--- config.mk ---
export PLATFORM = sky130hd
export DESIGN_NAME = matmul_apb_master
export DESIGN_NICKNAME = d
export VERILOG_FILES = /design/src/rtl/matmul_calc_pkg.sv /design/src/rtl/matmul_apb_req_fifo.sv /design/src/rtl/matmul_apb_master.sv
export SDC_FILE = /design/constraint.sdc
export NUM_CORES = 1
export LEC_CHECK = 0
export ABC_AREA = 1
export ABC_CLOCK_PERIOD_IN_PS = 5650
export BUFFER_PORTS_ARGS = -buffer_cell sky130_fd_sc_hd__buf_2
export CORE_ASPECT_RATIO = 2
export CORE_MARGIN = 4
export CORE_UTILIZATION = 35
export CTS_CLUSTER_DIAMETER = 60
export DETAILED_ROUTE_END_ITERATION = 8
export SYNTH_ARGS = -nofsm -noshare
export SYNTH_HDL_FRONTEND = slang
export SYNTH_SLANG_ARGS = --single-unit
--- constraint.sdc ---
create_clock -name clk_i -period 5.65 [get_ports clk_i]
set_input_delay 0 -clock clk_i [delete_from_list [all_inputs] [get_ports clk_i]]
set_output_delay 0 -clock clk_i [all_outputs]
set_load 0.02 [all_outputs]
--- src/rtl/matmul_calc_pkg.sv ---
// Shared types and widths for the matmul accelerator and its APB initiator.
package matmul_calc_pkg;

    localparam int unsigned DATA_WIDTH = 32;
    localparam int unsigned BUS_WIDTH  = 64;
    localparam int unsigned ADDR_WIDTH = 32;
    localparam int unsigned STRB_WIDTH = BUS_WIDTH / 8;

    typedef enum logic [1:0] {
        IDLE,
        SETUP,
        ACCESS
    } apb_state_e;

    typedef struct packed {
        logic                  write;
        logic [ADDR_WIDTH-1:0] addr;
        logic [BUS_WIDTH-1:0]  wdata;
        logic [STRB_WIDTH-1:0] strb;
    } apb_req_t;

endpackage

--- src/rtl/matmul_apb_req_fifo.sv ---
// Small request FIFO holding pending APB commands for matmul_apb_master.
module matmul_apb_req_fifo
    import matmul_calc_pkg::*;
#(
    parameter int unsigned DEPTH = 2
) (
    input  logic     clk_i,
    input  logic     rst_i,
    input  logic     push_i,
    input  apb_req_t data_i,
    input  logic     pop_i,
    output apb_req_t data_o,
    output logic     full_o,
    output logic     empty_o
);

    localparam int unsigned PTR_W = (DEPTH > 1) ? $clog2(DEPTH) : 1;
    localparam int unsigned CNT_W = $clog2(DEPTH + 1);

    apb_req_t         r_mem [DEPTH];
    logic [PTR_W-1:0] r_wptr;
    logic [PTR_W-1:0] r_rptr;
    logic [CNT_W-1:0] r_count;

    function automatic logic [PTR_W-1:0] ptr_inc(input logic [PTR_W-1:0] ptr);
        return (ptr == PTR_W'(DEPTH - 1)) ? '0 : ptr + PTR_W'(1);
    endfunction

    // Payload storage; no reset needed because occupancy lives in r_count.
    always_ff @(posedge clk_i) begin
        if (push_i) begin
            r_mem[r_wptr] <= data_i;
        end
    end

    // Pointers and occupancy; push and pop together leave the count unchanged.
    always_ff @(posedge clk_i) begin
        if (rst_i) begin
            r_wptr  <= '0;
            r_rptr  <= '0;
            r_count <= '0;
        end else begin
            if (push_i) begin
                r_wptr <= ptr_inc(r_wptr);
            end
            if (pop_i) begin
                r_rptr <= ptr_inc(r_rptr);
            end
            unique case ({push_i, pop_i})
                2'b10:   r_count <= r_count + CNT_W'(1);
                2'b01:   r_count <= r_count - CNT_W'(1);
                default: r_count <= r_count;
            endcase
        end
    end

    assign data_o  = r_mem[r_rptr];
    assign full_o  = (r_count == CNT_W'(DEPTH));
    assign empty_o = (r_count == '0);

endmodule

--- src/rtl/matmul_apb_master.sv ---
// APB initiator for the matmul accelerator: buffers commands, runs SETUP/ACCESS,
// returns read data and error status on a valid/ready response channel.
// Optional ACCESS-phase timeout is enabled by defining MATMUL_APB_TIMEOUT_EN.
module matmul_apb_master
    import matmul_calc_pkg::*;
#(
    parameter int unsigned REQ_DEPTH   = 2,
    parameter int unsigned TIMEOUT_CYC = 64
) (
    input  logic                  clk_i,
    input  logic                  rst_i,
    input  logic                  req_valid_i,
    output logic                  req_ready_o,
    input  logic                  req_write_i,
    input  logic [ADDR_WIDTH-1:0] req_addr_i,
    input  logic [BUS_WIDTH-1:0]  req_wdata_i,
    input  logic [STRB_WIDTH-1:0] req_strb_i,
    output logic                  rsp_valid_o,
    input  logic                  rsp_ready_i,
    output logic [BUS_WIDTH-1:0]  rsp_rdata_o,
    output logic                  rsp_err_o,
    output logic                  psel_o,
    output logic                  penable_o,
    output logic                  pwrite_o,
    output logic [ADDR_WIDTH-1:0] paddr_o,
    output logic [BUS_WIDTH-1:0]  pwdata_o,
    output logic [STRB_WIDTH-1:0] pstrb_o,
    input  logic                  pready_i,
    input  logic                  pslverr_i,
    input  logic [BUS_WIDTH-1:0]  prdata_i
);

    if ((BUS_WIDTH % DATA_WIDTH) != 0 || (BUS_WIDTH % 8) != 0) begin : g_bad_width
        $fatal(1, "BUS_WIDTH must be a multiple of DATA_WIDTH and of 8");
    end
    if (REQ_DEPTH < 1 || REQ_DEPTH > 2) begin : g_bad_depth
        $fatal(1, "REQ_DEPTH must be 1 or 2");
    end
    if (TIMEOUT_CYC == 0) begin : g_bad_timeout
        $fatal(1, "TIMEOUT_CYC must be non-zero");
    end

    apb_state_e            r_state;
    apb_state_e            w_state_d;
    apb_req_t              w_in;
    apb_req_t              w_fifo_head;
    apb_req_t              w_head;
    logic                  w_full;
    logic                  w_empty;
    logic                  w_accept;
    logic                  w_head_valid;
    logic                  w_take;
    logic                  w_done;
    logic                  w_tmo;
    logic                  w_rsp_free;
    logic                  w_fifo_push;
    logic                  w_fifo_pop;
    logic                  r_pwrite;
    logic [ADDR_WIDTH-1:0] r_paddr;
    logic [BUS_WIDTH-1:0]  r_pwdata;
    logic [STRB_WIDTH-1:0] r_pstrb;
    logic                  r_rsp_valid;
    logic [BUS_WIDTH-1:0]  r_rsp_rdata;
    logic                  r_rsp_err;

    // Pack the incoming command into the buffer payload format.
    always_comb begin
        w_in       = '0;
        w_in.write = req_write_i;
        w_in.addr  = req_addr_i;
        w_in.wdata = req_wdata_i;
        w_in.strb  = req_strb_i;
    end

    assign req_ready_o  = !w_full;
    assign w_accept     = req_valid_i && !w_full;
    // An empty buffer forwards the incoming command so SETUP follows acceptance directly.
    assign w_head_valid = !w_empty || w_accept;
    assign w_head       = w_empty ? w_in : w_fifo_head;
    assign w_fifo_push  = w_accept && !(w_empty && w_take);
    assign w_fifo_pop   = w_take && !w_empty;
    assign w_rsp_free   = !r_rsp_valid || rsp_ready_i;

    matmul_apb_req_fifo #(
        .DEPTH (REQ_DEPTH)
    ) u_req_fifo (
        .clk_i   (clk_i),
        .rst_i   (rst_i),
        .push_i  (w_fifo_push),
        .data_i  (w_in),
        .pop_i   (w_fifo_pop),
        .data_o  (w_fifo_head),
        .full_o  (w_full),
        .empty_o (w_empty)
    );

`ifdef MATMUL_APB_TIMEOUT_EN
    localparam int unsigned TMO_W = $clog2(TIMEOUT_CYC + 1);
    logic [TMO_W-1:0] r_tmo_cnt;

    // Counts ACCESS cycles of the current transfer; zero on the first ACCESS cycle.
    always_ff @(posedge clk_i) begin
        if (rst_i || r_state != ACCESS) begin
            r_tmo_cnt <= '0;
        end else begin
            r_tmo_cnt <= r_tmo_cnt + TMO_W'(1);
        end
    end

    assign w_tmo = (r_state == ACCESS) && !pready_i && (r_tmo_cnt == TMO_W'(TIMEOUT_CYC - 1));
`else
    assign w_tmo = 1'b0;
`endif

    // FSM state register.
    always_ff @(posedge clk_i) begin
        if (rst_i) begin
            r_state <= IDLE;
        end else begin
            r_state <= w_state_d;
        end
    end

    // Next state, head pop and completion strobe.
    always_comb begin
        w_state_d = r_state;
        w_take    = 1'b0;
        w_done    = 1'b0;
        unique case (r_state)
            IDLE: begin
                if (w_head_valid && w_rsp_free) begin
                    w_take    = 1'b1;
                    w_state_d = SETUP;
                end
            end
            SETUP: begin
                w_state_d = ACCESS;
            end
            ACCESS: begin
                if (pready_i || w_tmo) begin
                    w_done = 1'b1;
                    // Chain straight into SETUP only while the consumer is draining
                    // responses; otherwise wait in IDLE for the response to be taken.
                    if (w_head_valid && rsp_ready_i) begin
                        w_take    = 1'b1;
                        w_state_d = SETUP;
                    end else begin
                        w_state_d = IDLE;
                    end
                end
            end
            default: begin
                w_state_d = IDLE;
            end
        endcase
    end

    // APB address/data/control, held from SETUP through the completing ACCESS.
    always_ff @(posedge clk_i) begin
        if (rst_i) begin
            r_pwrite <= 1'b0;
            r_paddr  <= '0;
            r_pwdata <= '0;
            r_pstrb  <= '0;
        end else if (w_take) begin
            r_pwrite <= w_head.write;
            r_paddr  <= w_head.addr;
            r_pwdata <= w_head.wdata;
            r_pstrb  <= w_head.write ? w_head.strb : '0;
        end
    end

    // Response registers; a completion in the consume cycle reloads them.
    always_ff @(posedge clk_i) begin
        if (rst_i) begin
            r_rsp_valid <= 1'b0;
            r_rsp_rdata <= '0;
            r_rsp_err   <= 1'b0;
        end else if (w_done) begin
            r_rsp_valid <= 1'b1;
            r_rsp_rdata <= (r_pwrite || w_tmo) ? '0 : prdata_i;
            r_rsp_err   <= pslverr_i || w_tmo;
        end else if (rsp_ready_i) begin
            r_rsp_valid <= 1'b0;
        end
    end

    assign psel_o      = (r_state != IDLE);
    assign penable_o   = (r_state == ACCESS);
    assign pwrite_o    = r_pwrite;
    assign paddr_o     = r_paddr;
    assign pwdata_o    = r_pwdata;
    assign pstrb_o     = r_pstrb;
    assign rsp_valid_o = r_rsp_valid;
    assign rsp_rdata_o = r_rsp_rdata;
    assign rsp_err_o   = r_rsp_err;

endmodule

==> reports/results.ini <==
[die]
rows=107
core-area_mm2=0.0426
dieWidth_um=155
start_util_pct=35.4
die_area_mm2=0.0467
die-height_um=302
io_pins=349

[worst_hold_path]
min_from=rst_i
min_to=rsp_rdata_o[12]$_SDFFE_PP0P_
worstHoldPathType=input pin to flop
min_path_cells=2

[timing]
slew_headroom_pct=25.7
hold_ws_ns=0.0714
hold_violations=0
rsz0062_at_grt=no
tns_ns=0
post-route-min-period_ns=3.19
period_share_pct=56.4
setup_ws_ns=2.46
tightest_slew_ns=1.11
worst_clock_skew_ns=0.0163
finalSetupViolCount=0
slew_violations=0
max_freq_mhz=314

[route]
drt_wl_total_um=42200
dr.pass1.iters=7
viasPerCell=4.72
ant_nets=0
drtIter0Drc=634
wl_per_cell_um=16.1
drc=0
vias=12400

[final_layout]
multi_input_area_mm2=0.00426
final_cells=2625
area_growth_pct=33.0
fin_nets=2219
drive_above_1_share_pct=20.4
seq_area_mm2=0.00987
num-fill-cells=3975

[global_routing]
grt_first_pass_wirelength_um=65800
overflow=0
antenna_found_initial=7
track_usage_pct=17.5
first_global_vias=12400
grt_max_degree=131

[power_and_ir_drop]
p_per_area_mw_per_mm2=485
power.leakage_nw=8.29
power_frac_seq_pct=41.6
p_comb_share_pct=33.0
pwr-share-clk_pct=25.4
p_switching_mw=3.65
irDropWorstVdd_uv=309
internal_power_mw=6.09
p_sw_share_pct=37.4

[synth]
syn_area_per_cell_um2=9.55
syn_nets=1756
yosys_warnings=0
ys_types=23
synth.area.mux_share_pct=0
ys_ff_latch=388
synth-compound-area-share_pct=13.0
synth_top_family_by_area=simple AND/OR/NAND/NOR gates
ys_seq_area_share_pct=65.4
synth_fa_ha_area_share_pct=0.0829
synthSimpleGateAreaFrac_pct=15.1
netlist_area_mm2=0.0151
synth-xor-area-share_pct=0
synthCells=1580

[cts]
numCtsBuffers=37
clkSinkCount=388
cts_buffer_depth=3
htree_num_levels=2
insertion_delay_ns=0.53
tritoncts=done
cts.repair.resized=0
clk_pin_slew_ns=0.06
cts-root-buf=clkbuf_16

[critical_path]
critPathKind=flop to flop
rrSetupSlack_ns=2.46
crit_fanout=67
reg2reg_to=paddr_o[7]$_SDFFE_PP0N_
endpoint_kind=flop
reg2reg_depth=10
start_kind=flop
critPathRequiredTime_ns=6.02
cp.arrival_ns=3.55
reg2reg_from=r_state[0]$_SDFFE_PP0P_

[placement]
place_ws_ns=2.44
gp_congestion=0.817
dp.cells=2376
port_buffers=348
hpwl_um=25700

[job]
drv_cap=0

[status]
status=finished clean

layout by cell type (no fill, tap or decap):
| master | instances |
|---|---|
| diode_2 | 9 |
| nand2_4 | 1 |
| buf_4 | 8 |
| clkinv_1 | 7 |
| o21ai_2 | 1 |
| clkbuf_8 | 4 |
| dfxtp_4 | 1 |
| a211oi_1 | 1 |
| buf_2 | 347 |
| o21ai_0 | 180 |
| o21ai_1 | 33 |
| nand3_1 | 73 |
| nor2_1 | 8 |
| dfxtp_1 | 177 |
| nand2_1 | 486 |
| inv_1 | 116 |
| inv_4 | 2 |
| clkinv_8 | 1 |
| a21oi_1 | 175 |
| dlygate4sd3_1 | 173 |
| inv_2 | 2 |
| bufinv_16 | 1 |
| buf_12 | 2 |
| inv_6 | 2 |
| clkinv_4 | 1 |
| clkbuf_1 | 9 |
| nand2_2 | 1 |
| ha_1 | 1 |
| edfxtp_1 | 210 |
| clkbuf_16 | 40 |
| nor2_4 | 3 |
| clkinv_2 | 2 |
| buf_6 | 1 |
| nand3_2 | 2 |
final cells by class:
type                       instances  area share, %
inverter                         120           2.27
clock inverter                    14          0.542
tap                              545           3.40
clock buffer                      53           5.43
timing repair buffer             531           17.8
antenna                            9          0.112
sequential                       388           49.2
multi-input combinational        965           21.2
flip-flops by register name (all words and copies together), names as in the netlist, 2 cells and up, named ones only:
register            flops
u_req_fifo.r_mem      210
pwdata_o               64
rsp_rdata_o            64
paddr_o                32
pstrb_o                 8
r_state                 2
u_req_fifo.r_count      2
cells in the mapped netlist (all sizes together):
library cell / n / area share (%)
a211oi: 1 / 0.050
a21oi: 175 / 5.8
buf: 54 / 2.1
clkbuf: 53 / 1.3
dfxtp: 178 / 24
edfxtp: 210 / 42
ha: 1 / 0.083
inv: 120 / 3.0
nand2: 488 / 12
nand3: 75 / 2.6
nor2: 11 / 0.34
o21ai: 214 / 7.1
routing by layer:
layer  up-vias  global-route usage [%]  part of all wire, %
met2       373                    32.3                   53
met5         -                       0                0.031
li1       6176                       -                    -
met3        98                    3.26                  5.0
met1      5740                    19.2                   38
met4         2                    7.98                  4.6
through the flow:
step | cell area, µm² | power, mW | util (%)
after CTS | 20100 | 9.90 | 47.1
after global placement | 17100 | 7.24 | 40.2
final | 20100 | 9.74 | 47.1
after global routing | 20100 | 10.4 | 47.1
after floorplan | 15100 | 6.33 | -
after detailed placement | 17100 | 7.29 | 40.2
worst max-delay path: stages, from the launching register on:
cell and delay (ns):
dfxtp_1 0.31, inv_1 0.07, nand2_1 0.10, nor2_4 0.08, buf_4 0.54, nand3_2 0.17, nand2_4 0.51, inv_4 0.46
buf_4 0.45, nand2_1 0.14, a21oi_1 0.07
what timing repair did:
action,4_1_cts,5_1_grt
endpoints found under the setup margin,0,0
hold buffers,173,0
endpoints found under the hold margin,382,0
buffers inserted,0,0
worst max-delay path by stage:
stage,startpoint,end,slack (ns)
after global placement,r_state[0]$_SDFFE_PP0P_,u_req_fifo.r_mem[1][14]$_DFFE_PP_,2.45
after CTS,r_state[0]$_SDFFE_PP0P_,paddr_o[7]$_SDFFE_PP0N_,2.41
after detailed placement,r_state[0]$_SDFFE_PP0P_,paddr_o[7]$_SDFFE_PP0N_,2.44
final,r_state[0]$_SDFFE_PP0P_,paddr_o[7]$_SDFFE_PP0N_,2.46
after floorplan,u_req_fifo.r_count[1]$_SDFFE_PP0P_,u_req_fifo.r_mem[0][0]$_DFFE_PP_,1.45
after global routing,r_state[0]$_SDFFE_PP0P_,pwdata_o[37]$_SDFFE_PP0N_,2.14
power by group through the flow:
stage	registers, mW	logic, mW	clock network, mW
after global placement	4.11	3.13	0
after CTS	4.07	3.28	2.55
after detailed placement	4.12	3.17	0
after global routing	4.12	3.63	2.66
after floorplan	4.41	1.92	0
final	4.05	3.21	2.47
cell families (layout without fill, tap and decap cells):
kind of cell,Yosys count,after routing
buf+inv,227,718
fa+ha+maj,1,1
other cells,0,9
compound gates,390,390
simple gates,574,574
flops,388,388
(Power assumes the default switching activity.)
